`config.mk`:
```
export PLATFORM = sky130hd
export DESIGN_NAME = alu_share_arb_flat
export DESIGN_NICKNAME = d
export VERILOG_FILES = /design/src/rtl/alu_share_arb_if.sv /design/src/rtl/alu_share_arb.sv /design/src/flat_wrapper.sv
export SDC_FILE = /design/constraint.sdc
export NUM_CORES = 1
export LEC_CHECK = 0
export ABC_AREA = 1
export CORE_MARGIN = 2
export CORE_UTILIZATION = 27
export CTS_CLUSTER_DIAMETER = 120
export DETAILED_ROUTE_END_ITERATION = 12
export GPL_ROUTABILITY_DRIVEN = 0
export PLACE_DENSITY_LB_ADDON = 0.3
export SYNTH_ARGS = -nofsm -noshare
export SYNTH_HDL_FRONTEND = slang
export SYNTH_SLANG_ARGS = --single-unit
export TNS_END_PERCENT = 30
```
`constraint.sdc`:
```
create_clock -name clk -period 1.2 [get_ports clk]
set_input_delay 0.24 -clock clk [delete_from_list [all_inputs] [get_ports clk]]
set_output_delay 0.24 -clock clk [all_outputs]
set_load 0.02 [all_outputs]
```
`src/rtl/alu_share_arb_if.sv`:
```
// Request, ALU and result bus of alu_share_arb.
// req_lock exists only when ALU_ARB_LOCK_EN is defined.
interface alu_share_arb_if #(
  parameter int W    = 8,
  parameter int Ops  = 4,
  parameter int NREQ = 2,
  parameter int IDW  = 2
);
  logic [NREQ-1:0]          req_valid;
  logic [NREQ-1:0]          req_ready;
  logic [NREQ-1:0][Ops-1:0] req_op;
  logic [NREQ-1:0][W-1:0]   req_a;
  logic [NREQ-1:0][W-1:0]   req_b;
`ifdef ALU_ARB_LOCK_EN
  logic [NREQ-1:0]          req_lock;
`endif
  logic [Ops-1:0]           alu_op;
  logic [W-1:0]             alu_a;
  logic [W-1:0]             alu_b;
  logic [W-1:0]             alu_out;
  logic                     alu_cond;
  logic                     res_valid;
  logic                     res_ready;
  logic [W-1:0]             res_data;
  logic                     res_cond;
  logic [IDW-1:0]           res_id;

  modport slave (
`ifdef ALU_ARB_LOCK_EN
    input  req_lock,
`endif
    input  req_valid, req_op, req_a, req_b, alu_out, alu_cond, res_ready,
    output req_ready, alu_op, alu_a, alu_b, res_valid, res_data, res_cond, res_id
  );

  modport master (
`ifdef ALU_ARB_LOCK_EN
    output req_lock,
`endif
    output req_valid, req_op, req_a, req_b, alu_out, alu_cond, res_ready,
    input  req_ready, alu_op, alu_a, alu_b, res_valid, res_data, res_cond, res_id
  );
endinterface

```
`src/rtl/alu_share_arb.sv`:
```
// Round-robin arbiter sharing one combinational ALU between NREQ requesters, with a
// one-entry tagged result register. Optional ALU_ARB_LOCK_EN adds sticky ownership.
module alu_share_arb #(
  parameter int W    = 8,
  parameter int Ops  = 4,
  parameter int NREQ = 2,
  parameter int IDW  = 2
) (
  input logic           clk,
  input logic           reset,
  alu_share_arb_if.slave bus
);
  logic [IDW-1:0]  rr_ptr, win, rr_next, cand;
  logic [NREQ-1:0] elig;
  logic            found, can_accept, hs;
`ifdef ALU_ARB_LOCK_EN
  logic            locked, win_lock;
  logic [IDW-1:0]  lock_owner;
`endif

  // While locked only the owner is eligible, whatever rr_ptr says
  for (genvar i = 0; i < NREQ; i++) begin : g_lane
`ifdef ALU_ARB_LOCK_EN
    assign elig[i] = bus.req_valid[i] & (!locked | (lock_owner == IDW'(i)));
`else
    assign elig[i] = bus.req_valid[i];
`endif
  end

  assign can_accept = !bus.res_valid | bus.res_ready;
  assign hs         = found & can_accept & !reset;
  assign rr_next    = (win == IDW'(NREQ-1)) ? '0 : win + IDW'(1);

  always_comb begin
    found = 1'b0;
    win   = '0;
    cand  = '0;
    for (int k = 0; k < NREQ; k++) begin
      cand = ({1'b0, rr_ptr} + (IDW+1)'(k) >= (IDW+1)'(NREQ))
             ? IDW'({1'b0, rr_ptr} + (IDW+1)'(k) - (IDW+1)'(NREQ))
             : rr_ptr + IDW'(k);
      for (int j = 0; j < NREQ; j++) begin
        if (!found && elig[j] && cand == IDW'(j)) begin
          found = 1'b1;
          win   = IDW'(j);
        end
      end
    end
  end

  // Operands go to the ALU whenever there is a winner, even if stalled
  always_comb begin
    bus.req_ready = '0;
    bus.alu_op    = '0;
    bus.alu_a     = '0;
    bus.alu_b     = '0;
`ifdef ALU_ARB_LOCK_EN
    win_lock      = 1'b0;
`endif
    for (int j = 0; j < NREQ; j++) begin
      if (found && win == IDW'(j)) begin
        bus.req_ready[j] = hs;
        bus.alu_op       = bus.req_op[j];
        bus.alu_a        = bus.req_a[j];
        bus.alu_b        = bus.req_b[j];
`ifdef ALU_ARB_LOCK_EN
        win_lock         = bus.req_lock[j];
`endif
      end
    end
  end

  always_ff @(posedge clk) begin
    if (reset) begin
      bus.res_valid <= 1'b0;
      bus.res_data  <= '0;
      bus.res_cond  <= 1'b0;
      bus.res_id    <= '0;
      rr_ptr        <= '0;
`ifdef ALU_ARB_LOCK_EN
      locked        <= 1'b0;
      lock_owner    <= '0;
`endif
    end else if (hs) begin
      bus.res_valid <= 1'b1;
      bus.res_data  <= bus.alu_out;
      bus.res_cond  <= bus.alu_cond;
      bus.res_id    <= win;
      rr_ptr        <= rr_next;
`ifdef ALU_ARB_LOCK_EN
      // Only the owner can win while locked, so a grant without lock releases it
      if (win_lock) begin
        locked     <= 1'b1;
        lock_owner <= win;
      end else begin
        locked     <= 1'b0;
      end
`endif
    end else if (bus.res_ready) begin
      bus.res_valid <= 1'b0;
    end
  end
endmodule

```
`src/flat_wrapper.sv`:
```
// flat-port wrapper written by rule: the top's interface ports become plain ports
module alu_share_arb_flat 
#(
  parameter int W    = 8,
  parameter int Ops  = 4,
  parameter int NREQ = 2,
  parameter int IDW  = 2
)
  (clk, reset, bus_req_valid, bus_req_op, bus_req_a, bus_req_b, bus_alu_out, bus_alu_cond, bus_res_ready, bus_req_ready, bus_alu_op, bus_alu_a, bus_alu_b, bus_res_valid, bus_res_data, bus_res_cond, bus_res_id);
  alu_share_arb_if #(.W(W), .Ops(Ops), .NREQ(NREQ), .IDW(IDW)) bus_i ();
  input logic clk;
  input logic reset;
  input wire logic [$bits(bus_i.req_valid)-1:0] bus_req_valid;
  input wire logic [$bits(bus_i.req_op)-1:0] bus_req_op;
  input wire logic [$bits(bus_i.req_a)-1:0] bus_req_a;
  input wire logic [$bits(bus_i.req_b)-1:0] bus_req_b;
  input wire logic [$bits(bus_i.alu_out)-1:0] bus_alu_out;
  input wire logic [$bits(bus_i.alu_cond)-1:0] bus_alu_cond;
  input wire logic [$bits(bus_i.res_ready)-1:0] bus_res_ready;
  output wire logic [$bits(bus_i.req_ready)-1:0] bus_req_ready;
  output wire logic [$bits(bus_i.alu_op)-1:0] bus_alu_op;
  output wire logic [$bits(bus_i.alu_a)-1:0] bus_alu_a;
  output wire logic [$bits(bus_i.alu_b)-1:0] bus_alu_b;
  output wire logic [$bits(bus_i.res_valid)-1:0] bus_res_valid;
  output wire logic [$bits(bus_i.res_data)-1:0] bus_res_data;
  output wire logic [$bits(bus_i.res_cond)-1:0] bus_res_cond;
  output wire logic [$bits(bus_i.res_id)-1:0] bus_res_id;
  assign bus_i.req_valid = bus_req_valid;
  assign bus_i.req_op = bus_req_op;
  assign bus_i.req_a = bus_req_a;
  assign bus_i.req_b = bus_req_b;
  assign bus_i.alu_out = bus_alu_out;
  assign bus_i.alu_cond = bus_alu_cond;
  assign bus_i.res_ready = bus_res_ready;
  assign bus_req_ready = bus_i.req_ready;
  assign bus_alu_op = bus_i.alu_op;
  assign bus_alu_a = bus_i.alu_a;
  assign bus_alu_b = bus_i.alu_b;
  assign bus_res_valid = bus_i.res_valid;
  assign bus_res_data = bus_i.res_data;
  assign bus_res_cond = bus_i.res_cond;
  assign bus_res_id = bus_i.res_id;
  alu_share_arb #(.W(W), .Ops(Ops), .NREQ(NREQ), .IDW(IDW)) u_core (.clk(clk), .reset(reset), .bus(bus_i));
endmodule
```
Word level (Yosys, flattened, before mapping)
Cells that the tools add are included.
{"block": "classes", "addsub": 5, "n_lt_le_gt_ge": 2, "eq_ne": 3, "muxes": 20, "bitwise_logic": 3, "n_reduce_logical": 18}
{"operator": "$mux W8", "count": 4}
{"operator": "$mux W1", "count": 11}
{"operator": "$logic_and A1 B1 Y1", "count": 9}
{"operator": "$mux W4", "count": 2}
{"operator": "$logic_not A2 Y1", "count": 3}
{"operator": "$mux W2", "count": 3}
{"operator": "$logic_not A1 Y1", "count": 5}
{"operator": "$eq A2 B1 Y1 const B", "count": 2}
{"operator": "$sub A2 B2 Y2 const B", "count": 2}
{"operator": "$add A2 B1 Y3 const B", "count": 1}
{"operator": "$ge A3 B2 Y1 const B", "count": 1}
{"operator": "$add A1 B1 Y2 const B", "count": 1}
{"operator": "$add A2 B1 Y2 const B", "count": 1}
{"operator": "$and A1 B1 Y1", "count": 2}
{"operator": "$ge A2 B2 Y1 const B", "count": 1}
{"operator": "$reduce_bool A2 Y1", "count": 1}
{"operator": "$eq A1 B1 Y1 const B", "count": 1}
{"operator": "$or A1 B1 Y1", "count": 1}
{"block": "word_totals", "ff_bits": 14}

Longest topological paths before layout
Gate-level depths: netlist (run 1).
{"block": "depth", "depth_word": 21, "ltp_mapped": 6, "ltp_nobuf": 6}

Least setup slack after synthesis (run 1)
No wires, ideal clock.
{"block": "synth_timing", "path_type": "register to output", "from": "reg u_core.rr_ptr[0]", "to": "out bus_req_ready[1]", "arrival_ns": 0.936, "setup_slack_ns": 0.024, "path_stages_with_launch": 6, "path_buffers": 1, "cell_sequence": "dfxtp_1 inv_1 nand2_1 nand2_1 buf_2 nor2_1"}
{"block": "synth_between", "elab_chain_cells": 20, "elab_cells_between_ends": 34}
{"element": "start, declared", "line": "alu_share_arb.sv:13", "text": "logic [IDW-1:0] rr_ptr, win, rr_next, cand;"}
{"element": "start signal, assigned", "line": "alu_share_arb.sv:89", "text": "rr_ptr <= rr_next;"}
{"element": "$sub A2 B2 Y2 or $ge A2 B2 Y1 (tied branches)", "line": "alu_share_arb.sv:40, alu_share_arb.sv:39"}
{"element": "$mux W2", "line": "alu_share_arb.sv:40", "text": "? IDW'({1'b0, rr_ptr} + (IDW+1)'(k) - (IDW+1)'(NREQ))"}
{"element": "$logic_not A2 Y1", "line": "alu_share_arb.sv:43", "text": "if (!found && elig[j] && cand == IDW'(j)) begin"}
{"element": "$logic_and A1 B1 Y1", "line": "alu_share_arb.sv:43"}
{"element": "$mux W1", "line": "alu_share_arb.sv:43"}
{"element": "$logic_not A1 Y1", "line": "alu_share_arb.sv:43"}
{"element": "$logic_and A1 B1 Y1 (2 in a row)", "line": "alu_share_arb.sv:43"}
{"element": "$mux W1", "line": "alu_share_arb.sv:43"}
{"element": "$logic_not A1 Y1", "line": "alu_share_arb.sv:43"}
{"element": "$logic_and A1 B1 Y1 (2 in a row)", "line": "alu_share_arb.sv:43"}
{"element": "$mux W1", "line": "alu_share_arb.sv:43"}
{"element": "$logic_not A1 Y1", "line": "alu_share_arb.sv:43"}
{"element": "$logic_and A1 B1 Y1 (2 in a row)", "line": "alu_share_arb.sv:43"}
{"element": "$mux W1", "line": "alu_share_arb.sv:43"}
{"element": "$and A1 B1 Y1 or $eq A1 B1 Y1 (tied branches)", "line": "alu_share_arb.sv:31, alu_share_arb.sv:61"}
{"element": "$and A1 B1 Y1 or $logic_and A1 B1 Y1 (tied branches)", "line": "alu_share_arb.sv:31, alu_share_arb.sv:61"}
{"element": "$mux W1 *", "line": "alu_share_arb.sv:61", "text": "if (found && win == IDW'(j)) begin"}
{"element": "end, declared", "line": "flat_wrapper.sv:20", "text": "output wire logic [$bits(bus_i.req_ready)-1:0] bus_req_ready;"}
Mark *: on every way between the ends. The rest lies on a longest branch, timed or not.

Worst setup path in the final report (run 1)
{"block": "layout_timing", "from": "in bus_req_valid[1]", "to": "out bus_alu_b[0]"}
{"block": "layout_between", "elab_chain_cells": 15, "elab_cells_between_ends": 20}
{"element": "start, declared", "line": "flat_wrapper.sv:13", "text": "input wire logic [$bits(bus_i.req_valid)-1:0] bus_req_valid;"}
{"element": "$logic_and A1 B1 Y1 (2 in a row)", "line": "alu_share_arb.sv:43"}
{"element": "$mux W1", "line": "alu_share_arb.sv:43"}
{"element": "$logic_not A1 Y1", "line": "alu_share_arb.sv:43"}
{"element": "$logic_and A1 B1 Y1 (2 in a row)", "line": "alu_share_arb.sv:43"}
{"element": "$mux W1", "line": "alu_share_arb.sv:43"}
{"element": "$logic_not A1 Y1", "line": "alu_share_arb.sv:43"}
{"element": "$logic_and A1 B1 Y1 (2 in a row)", "line": "alu_share_arb.sv:43"}
{"element": "$mux W1", "line": "alu_share_arb.sv:43"}
{"element": "$logic_not A2 Y1", "line": "alu_share_arb.sv:61"}
{"element": "$logic_and A1 B1 Y1", "line": "alu_share_arb.sv:61"}
{"element": "$mux W8", "line": "alu_share_arb.sv:61"}
{"element": "$mux W8 *", "line": "alu_share_arb.sv:61"}
{"element": "end, declared", "line": "flat_wrapper.sv:23", "text": "output wire logic [$bits(bus_i.alu_b)-1:0] bus_alu_b;"}
Marked as above.

==> results.py, run 1 <==
metrics = {
    "yosys": {
        "synthesis.area_per_instance_um2": 5.75,
        "yosysMostFrequentCell": "sky130_fd_sc_hd__nand2_1",
        "yosys.area.top_type": "sky130_fd_sc_hd__dfxtp_1",
        "seq_area_frac_synth_pct": 31.2,
        "synth_largest_type_area_fraction_pct": 31.2,
        "yosysWarnings": 0,
        "synth_top_cells_by_area": "sky130_fd_sc_hd__dfxtp_1, sky130_fd_sc_hd__nand2_1, sky130_fd_sc_hd__nand3_1",
        "synth_enable_flop_cells": 0,
        "synthesis.area_um2": 771,
        "synth_common_cells": "sky130_fd_sc_hd__nand2_1, sky130_fd_sc_hd__nand3_1, sky130_fd_sc_hd__dfxtp_1, sky130_fd_sc_hd__buf_2, sky130_fd_sc_hd__inv_1",
        "mappedNetlistNets": 188,
        "async_reset_ff_share_pct": 0,
        "postSynthCellCount": 134,
        "ys_types": 15,
        "yosys_most_used_dff": "sky130_fd_sc_hd__dfxtp_1",
        "synth.ff_latch_count": 12,
    },
    "sta": {
        "tns_ps": -6210,
        "min_period_over_period_pct": 127,
        "maxClockFrequency_ghz": 0.657,
        "finalCriticalPeriod_ps": 1520,
        "drv_slew": 0,
        "timing.final.setup_violations": 22,
        "fin_worst_skew_ps": 4.57,
        "finalWorstSetupSlack_ps": -322,
        "final_hold_viol_count": 0,
        "setup_repair_after_global_routing_missed_its_margin": "true",
    },
    "global_routing": {
        "wire_length_of_the_first_global_routing_pass_mm": 5.27,
        "grt.met1_usage_pct": 24.8,
        "pin_count_of_the_biggest_net_entering_global_routing": 22,
        "grt_pass1_vias": 1187,
        "grtUsageMet3_pct": 3.40,
        "global_route.usage.total_pct": 19.9,
        "globalRoute.totalOverflow": 0,
        "top_usage_layer": "met2",
        "grt_util_met2_pct": 35.9,
        "antenna_found_initial": 0,
    },
    "detailed_routing": {
        "remaining_drc_errors": 0,
        "detail_route.iter0.violations": 60,
        "route.detailed.vias_per_inst": 4.79,
        "routed-via-count": 1254,
        "wirelength_mm": 3.54,
        "detailedRoute.firstPassIterationCount": 4,
        "drtAntennaViolNets": 0,
        "routedWlPerCell_um": 13.5,
    },
    "clocking": {
        "clk_transition_reported_paths_ps": 70,
        "clock_insertion_delay_worst_skew_ps": 270,
        "cts_sinks": 12,
        "htree_num_levels": 1,
        "cts-buffers-inserted": 3,
        "cts_root_buffer": "sky130_fd_sc_hd__clkbuf_4",
        "cts.path.max_buffers": 2,
        "tritoncts": "built",
    },
    "floorplan": {
        "die_footprint_um2": 3300,
        "rows": 19,
        "ios": 88,
        "initial_core_util_pct": 28.2,
        "core_area_um2": 2730,
        "dieHeight_um": 57.4,
        "die_w_um": 57.4,
    },
    "run_status": {
        "failed_checks": "negative setup slack",
        "status": "finished, violations left",
    },
    "critical_path": {
        "critical_path.cell_chain": "clkdlybuf4s15_1, inv_2, nand2_2, buf_12, nand3_1, nand2_1, buf_6",
        "critical_path.startpoint_type": "input pin",
        "critical-path-slowest-cell": "sky130_fd_sc_hd__clkdlybuf4s15_1",
        "critical-path-max-stage-delay_ps": 310,
        "setup.worst_path.class": "input pin to output pin",
        "worstPathArrival_ps": 1280,
        "timing.critical_path.required_ps": 960,
        "critPathTopFamily": "buffers and inverters",
        "end_kind": "output pin",
        "critPathMaxFanout": 18,
        "cp_num_buf_inv": 4,
    },
    "pwr": {
        "power.density_cell_area_nw_per_um2": 836,
        "p_leak_nw": 0.959,
        "peakVddDrop_uv": 858,
        "total_power_mw": 1.58,
    },
    "finish": {
        "synthToLayoutAreaGrowth_pct": 145,
        "final_util_pct": 69.0,
        "finalNetCount": 286,
        "drive_above_1_share_pct": 29.9,
        "diodes": 0,
        "fillerInstances": 231,
    },
    "place": {
        "port_buffers": 86,
        "dp_hpwl_mm": 2.49,
    },
    "run": {
        "max_cap_viols": 0,
    },
    "worst_hold_path": {
        "worstHoldPathType": "flip-flop to flip-flop",
    },
}
-- layout by cell type (no fill, tap or decap) --
master | synthesis | routed
sky130_fd_sc_hd__clkdlybuf4s15_1 | 0 | 3
sky130_fd_sc_hd__inv_4 | 0 | 1
sky130_fd_sc_hd__inv_1 | 6 | 5
sky130_fd_sc_hd__buf_12 | 0 | 2
sky130_fd_sc_hd__dlygate4sd2_1 | 0 | 1
sky130_fd_sc_hd__nand2_2 | 2 | 6
sky130_fd_sc_hd__clkbuf_2 | 0 | 8
sky130_fd_sc_hd__nand2_8 | 0 | 1
sky130_fd_sc_hd__clkbuf_4 | 0 | 3
sky130_fd_sc_hd__nand3_2 | 1 | 4
sky130_fd_sc_hd__nand2_1 | 63 | 57
sky130_fd_sc_hd__dfxtp_2 | 0 | 1
sky130_fd_sc_hd__inv_2 | 3 | 3
sky130_fd_sc_hd__a21oi_1 | 1 | 1
sky130_fd_sc_hd__nor2_1 | 4 | 4
sky130_fd_sc_hd__buf_4 | 1 | 12
sky130_fd_sc_hd__dfxtp_1 | 12 | 11
sky130_fd_sc_hd__nand2_4 | 0 | 1
sky130_fd_sc_hd__clkbuf_16 | 0 | 2
sky130_fd_sc_hd__buf_6 | 0 | 23
sky130_fd_sc_hd__o21ai_1 | 1 | 1
sky130_fd_sc_hd__o21bai_1 | 1 | 1
sky130_fd_sc_hd__nand3_1 | 29 | 26
sky130_fd_sc_hd__a21oi_4 | 0 | 1
sky130_fd_sc_hd__clkdlybuf4s50_1 | 0 | 51
sky130_fd_sc_hd__clkbuf_8 | 0 | 1
sky130_fd_sc_hd__conb_1 | 1 | 1
-- cell type report --
cell class                      instances  area (um2)  area share (%)
Timing Repair Buffer                  102        1030            54.5
Inverter                                9        36.3            1.92
Sequential cell                        12         241            12.8
Clock buffer                            4        36.3            1.92
Multi-Input combinational cell        104         505            26.8
Tap cell                               31        38.8            2.06
-- metal layers --
| metal | part of all wire [%] | wire length [um] |
|---|---|---|
| met1 | 41 | 1440 |
| met2 | 50 | 1780 |
| met3 | 8.7 | 306 |
| met4 | 0.25 | 9 |
| met5 | 0 | 0 |
-- report_power, final --
part | leakage [nW] | internal (mW) | switching, mW
registers | 0.0997 | 0.430 | 0.0173
logic | 0.838 | 0.437 | 0.374
clock network | 0.0210 | 0.184 | 0.135
-- final timing paths --
check | from | end | slack, ps | cells after the start
setup reg to reg | u_core.rr_ptr[0]$_SDFFE_PP0P_ | u_core.rr_ptr[0]$_SDFFE_PP0P_ | 120 | 7
hold reg to reg | u_core.bus.res_data[3]$_SDFFE_PP0P_ | u_core.bus.res_data[3]$_SDFFE_PP0P_ | 470 | 2
hold / removal | u_core.bus.res_data[3]$_SDFFE_PP0P_ | u_core.bus.res_data[3]$_SDFFE_PP0P_ | 470 | 2
setup / recovery | bus_req_valid[1] | bus_alu_b[0] | -320 | 7
-- metrics by stage --
step / area [um2] / cells / hold slack [ps] / worst slack [ps]
2_1_floorplan: 771 / 134 / 309 / 24.4
3_3_place_gp: 1740 / 253 / 457 / -901
3_5_place_dp: 1740 / 253 / 464 / -920
4_1_cts: 1850 / 260 / 474 / -350
5_1_grt: 1890 / 262 / 513 / -371
6_report: 1890 / 262 / 474 / -322
-- cells by family (layout without fill, tap and decap cells) --
group                  Yosys count  after routing  share of synthesized area [%]
other                            1              1                          0.487
AND/OR/NAND/NOR                 99             99                           54.4
flip-flops                      12             12                           31.2
buffers and inverters           18            115                           10.6
AO/OA/AOI/OAI                    4              4                           3.41
-- worst reg2reg max path: cells and delay by family (launching register included) --
kind	cells	cell delay, ps
flops	1	340
buf+inv	3	320
simple gates	3	200
compound gates	1	120
-- state kept, by name, summed over array words and instances, names as in the netlist --
signal and count:
u_core.bus.res_data 8, u_core.rr_ptr 1, u_core.bus.res_id 1, u_core.bus.res_cond 1
u_core.bus.res_valid 1
-- repair_timing --
action,CTS,global route
hold buffers,0,0
pin swaps,13,10
gates cloned,1,3
endpoints found under the setup margin,44,32
gates resized for setup,154,27
endpoints found under the hold margin,0,0
buffers inserted,2,1
(Power assumes the default switching activity.)
==> run 2, diff against run 1 <==
Settings changed: SETUP_SLACK_MARGIN set to 0.3.
==> run 2 against run 1 <==
Against the previous run: critical path depth rose by 1; the flow still finishes with violations (negative setup slack); total power increased by 8.3%; global-route usage rose by 1.6 points.
==> results.py, run 2 (same netlist as run 1, synthesis figures left out) <==
metrics = {
    "finish": {
        "synthToLayoutAreaGrowth_pct": 177,
        "seq_area_um2": 254,
        "mostFrequentLayoutCell": "sky130_fd_sc_hd__clkdlybuf4s50_1",
        "drive_above_1_share_pct": 50.4,
        "finalNetCount": 293,
        "multiInputGateArea_um2": 649,
        "fillerInstances": 188,
        "diodes": 0,
        "largest_register_ff_count": 8,
        "final_cell_count_no_fill": 269,
        "most_used_cells_in_the_layout_excluding_fill_and_tap_cells": "sky130_fd_sc_hd__clkdlybuf4s50_1, sky130_fd_sc_hd__buf_6, sky130_fd_sc_hd__nand3_1",
        "final_design_area_no_fill_um2": 2140,
        "top_register": "u_core.bus.res_data",
    },
    "detailed_routing": {
        "routed-via-count": 1266,
        "routedWlPerCell_um": 13.6,
        "remaining_drc_errors": 0,
        "route.detailed.vias_per_inst": 4.71,
        "wirelength_mm": 3.67,
        "detail_route.iter0.violations": 68,
        "drtAntennaViolNets": 0,
        "detailedRoute.firstPassIterationCount": 4,
    },
    "sta": {
        "setup_repair_after_global_routing_missed_its_margin": "true",
        "timing.final.setup_violations": 23,
        "drv_slew": 0,
        "hold-worst-slack_ps": 474,
        "finalCriticalPeriod_ps": 1640,
        "tns_ps": -8990,
        "fin_worst_skew_ps": 2.98,
        "finalWorstSetupSlack_ps": -437,
        "final_hold_viol_count": 0,
        "min_period_over_period_pct": 136,
        "maxClockFrequency_ghz": 0.611,
    },
    "pwr": {
        "peakVddDrop_uv": 837,
        "p_leak_nw": 1.06,
        "total_power_mw": 1.71,
        "power.density_cell_area_nw_per_um2": 799,
    },
    "floorplan": {
        "rows": 19,
        "dieHeight_um": 57.4,
        "core_area_um2": 2730,
        "die_footprint_um2": 3300,
        "initial_core_util_pct": 28.2,
        "die_w_um": 57.4,
        "ios": 88,
    },
    "clocking": {
        "cts.hold.buffers_added": 0,
        "cts_root_buffer": "sky130_fd_sc_hd__clkbuf_4",
        "clk_transition_reported_paths_ps": 80,
        "tritoncts": "built",
        "cts-buffers-inserted": 3,
        "cts.path.max_buffers": 2,
        "cts_sinks": 12,
        "clock_insertion_delay_worst_skew_ps": 270,
        "htree_num_levels": 1,
    },
    "place": {
        "dp_hpwl_mm": 2.61,
        "port_buffers": 86,
        "placed_cells_incl_taps": 258,
        "detailed_place.area_um2": 1860,
    },
    "critical_path": {
        "critical_path.startpoint_type": "flip-flop",
        "timing.critical_path.required_ps": 960,
        "critPathMaxFanout": 8,
        "setup.worst_path.class": "flip-flop to output pin",
        "critical_path.cell_chain": "inv_2, buf_6, a21oi_4, buf_6, buf_12, nand2_1, nand2_2, buf_6",
        "crit_path_most_repeated_cell": "sky130_fd_sc_hd__buf_6",
        "critical-path-max-stage-delay_ps": 320,
        "critical-path-slowest-cell": "sky130_fd_sc_hd__dfxtp_2",
        "worstPathArrival_ps": 1400,
        "end_kind": "output pin",
    },
    "global_routing": {
        "antenna_found_initial": 0,
        "wire_length_of_the_first_global_routing_pass_mm": 5.71,
        "globalRoute.totalOverflow": 0,
        "grt_pass1_vias": 1275,
        "global_route.usage.total_pct": 21.5,
        "pin_count_of_the_biggest_net_entering_global_routing": 16,
    },
    "worst_hold_path": {
        "worstHoldPathType": "flip-flop to flip-flop",
    },
    "run_status": {
        "failed_checks": "negative setup slack",
        "status": "finished, violations left",
    },
    "run": {
        "max_cap_viols": 0,
    },
}
run 2: cell count changes in the layout (fill, tap and decap cells not counted), sizes merged:
cell,previous run,this run
dlygate4sd2,1,2
clkdlybuf4s50,51,50
nand2,65,67
buf,37,55
clkbuf,14,4
clkdlybuf4s15,3,0
run 2: path summary, 6_finish.rpt:
| path | start | endpoint | slack [ps] | cells after the start |
|---|---|---|---|---|
| worst max register to register | u_core.rr_ptr[0]$_SDFFE_PP0P_ | u_core.bus.res_id[0]$_SDFFE_PP0P_ | -190 | 10 |
| worst min-delay path | u_core.bus.res_data[3]$_SDFFE_PP0P_ | u_core.bus.res_data[3]$_SDFFE_PP0P_ | 470 | 2 |
| worst max-delay path | u_core.rr_ptr[0]$_SDFFE_PP0P_ | bus_alu_b[1] | -440 | 8 |
| worst min register to register | u_core.bus.res_data[3]$_SDFFE_PP0P_ | u_core.bus.res_data[3]$_SDFFE_PP0P_ | 470 | 2 |
run 2: worst max-delay path: cells and delay by family, from the launching register on:
kind	cells	cell delay, ps
flops	1	320
buf+inv	5	520
simple gates	2	140
compound gates	1	130
run 2: area by class of cell:
type	instances	share of cell area [%]
Timing Repair Buffer	107	52.4
Multi-Input combinational cell	106	30.4
Inverter	9	1.81
Clock buffer	4	1.70
Sequential cell	12	11.9
Tap cell	31	1.81
run 2: through the flow:
stage          worst slack, ps  util, %
5_1_grt                   -494     78.2
3_3_place_gp              -987     68.2
4_1_cts                   -437     74.8
2_1_floorplan              121        -
6_report                  -437     78.2
3_5_place_dp             -1030     68.2
run 2: where the power goes:
group          internal [mW]  switching (mW)  leakage, nW
logic                  0.508           0.427        0.933
registers              0.435          0.0222        0.103
clock network          0.184           0.132       0.0210
total                   1.13           0.581         1.06
run 2: per-layer routing:
| layer | wire length (um) | vias up | global-route usage (%) | part of all wire, % |
|---|---|---|---|---|
| met3 | 382 | 8 | 4.99 | 10 |
| met5 | 0 | - | 0 | 0 |
| li1 | - | 628 | - | - |
| met4 | 53 | 0 | 6.31 | 1.4 |
| met2 | 1830 | 65 | 38.6 | 50 |
| met1 | 1400 | 565 | 25.2 | 38 |
run 2: timing repair:
| action | CTS | global route |
|---|---|---|
| setup buffers | 4 | 0 |
| gates resized for setup | 219 | 29 |
| pin swaps | 9 | 8 |
| endpoints found under the setup margin | 45 | 45 |
| gates cloned | 3 | 0 |
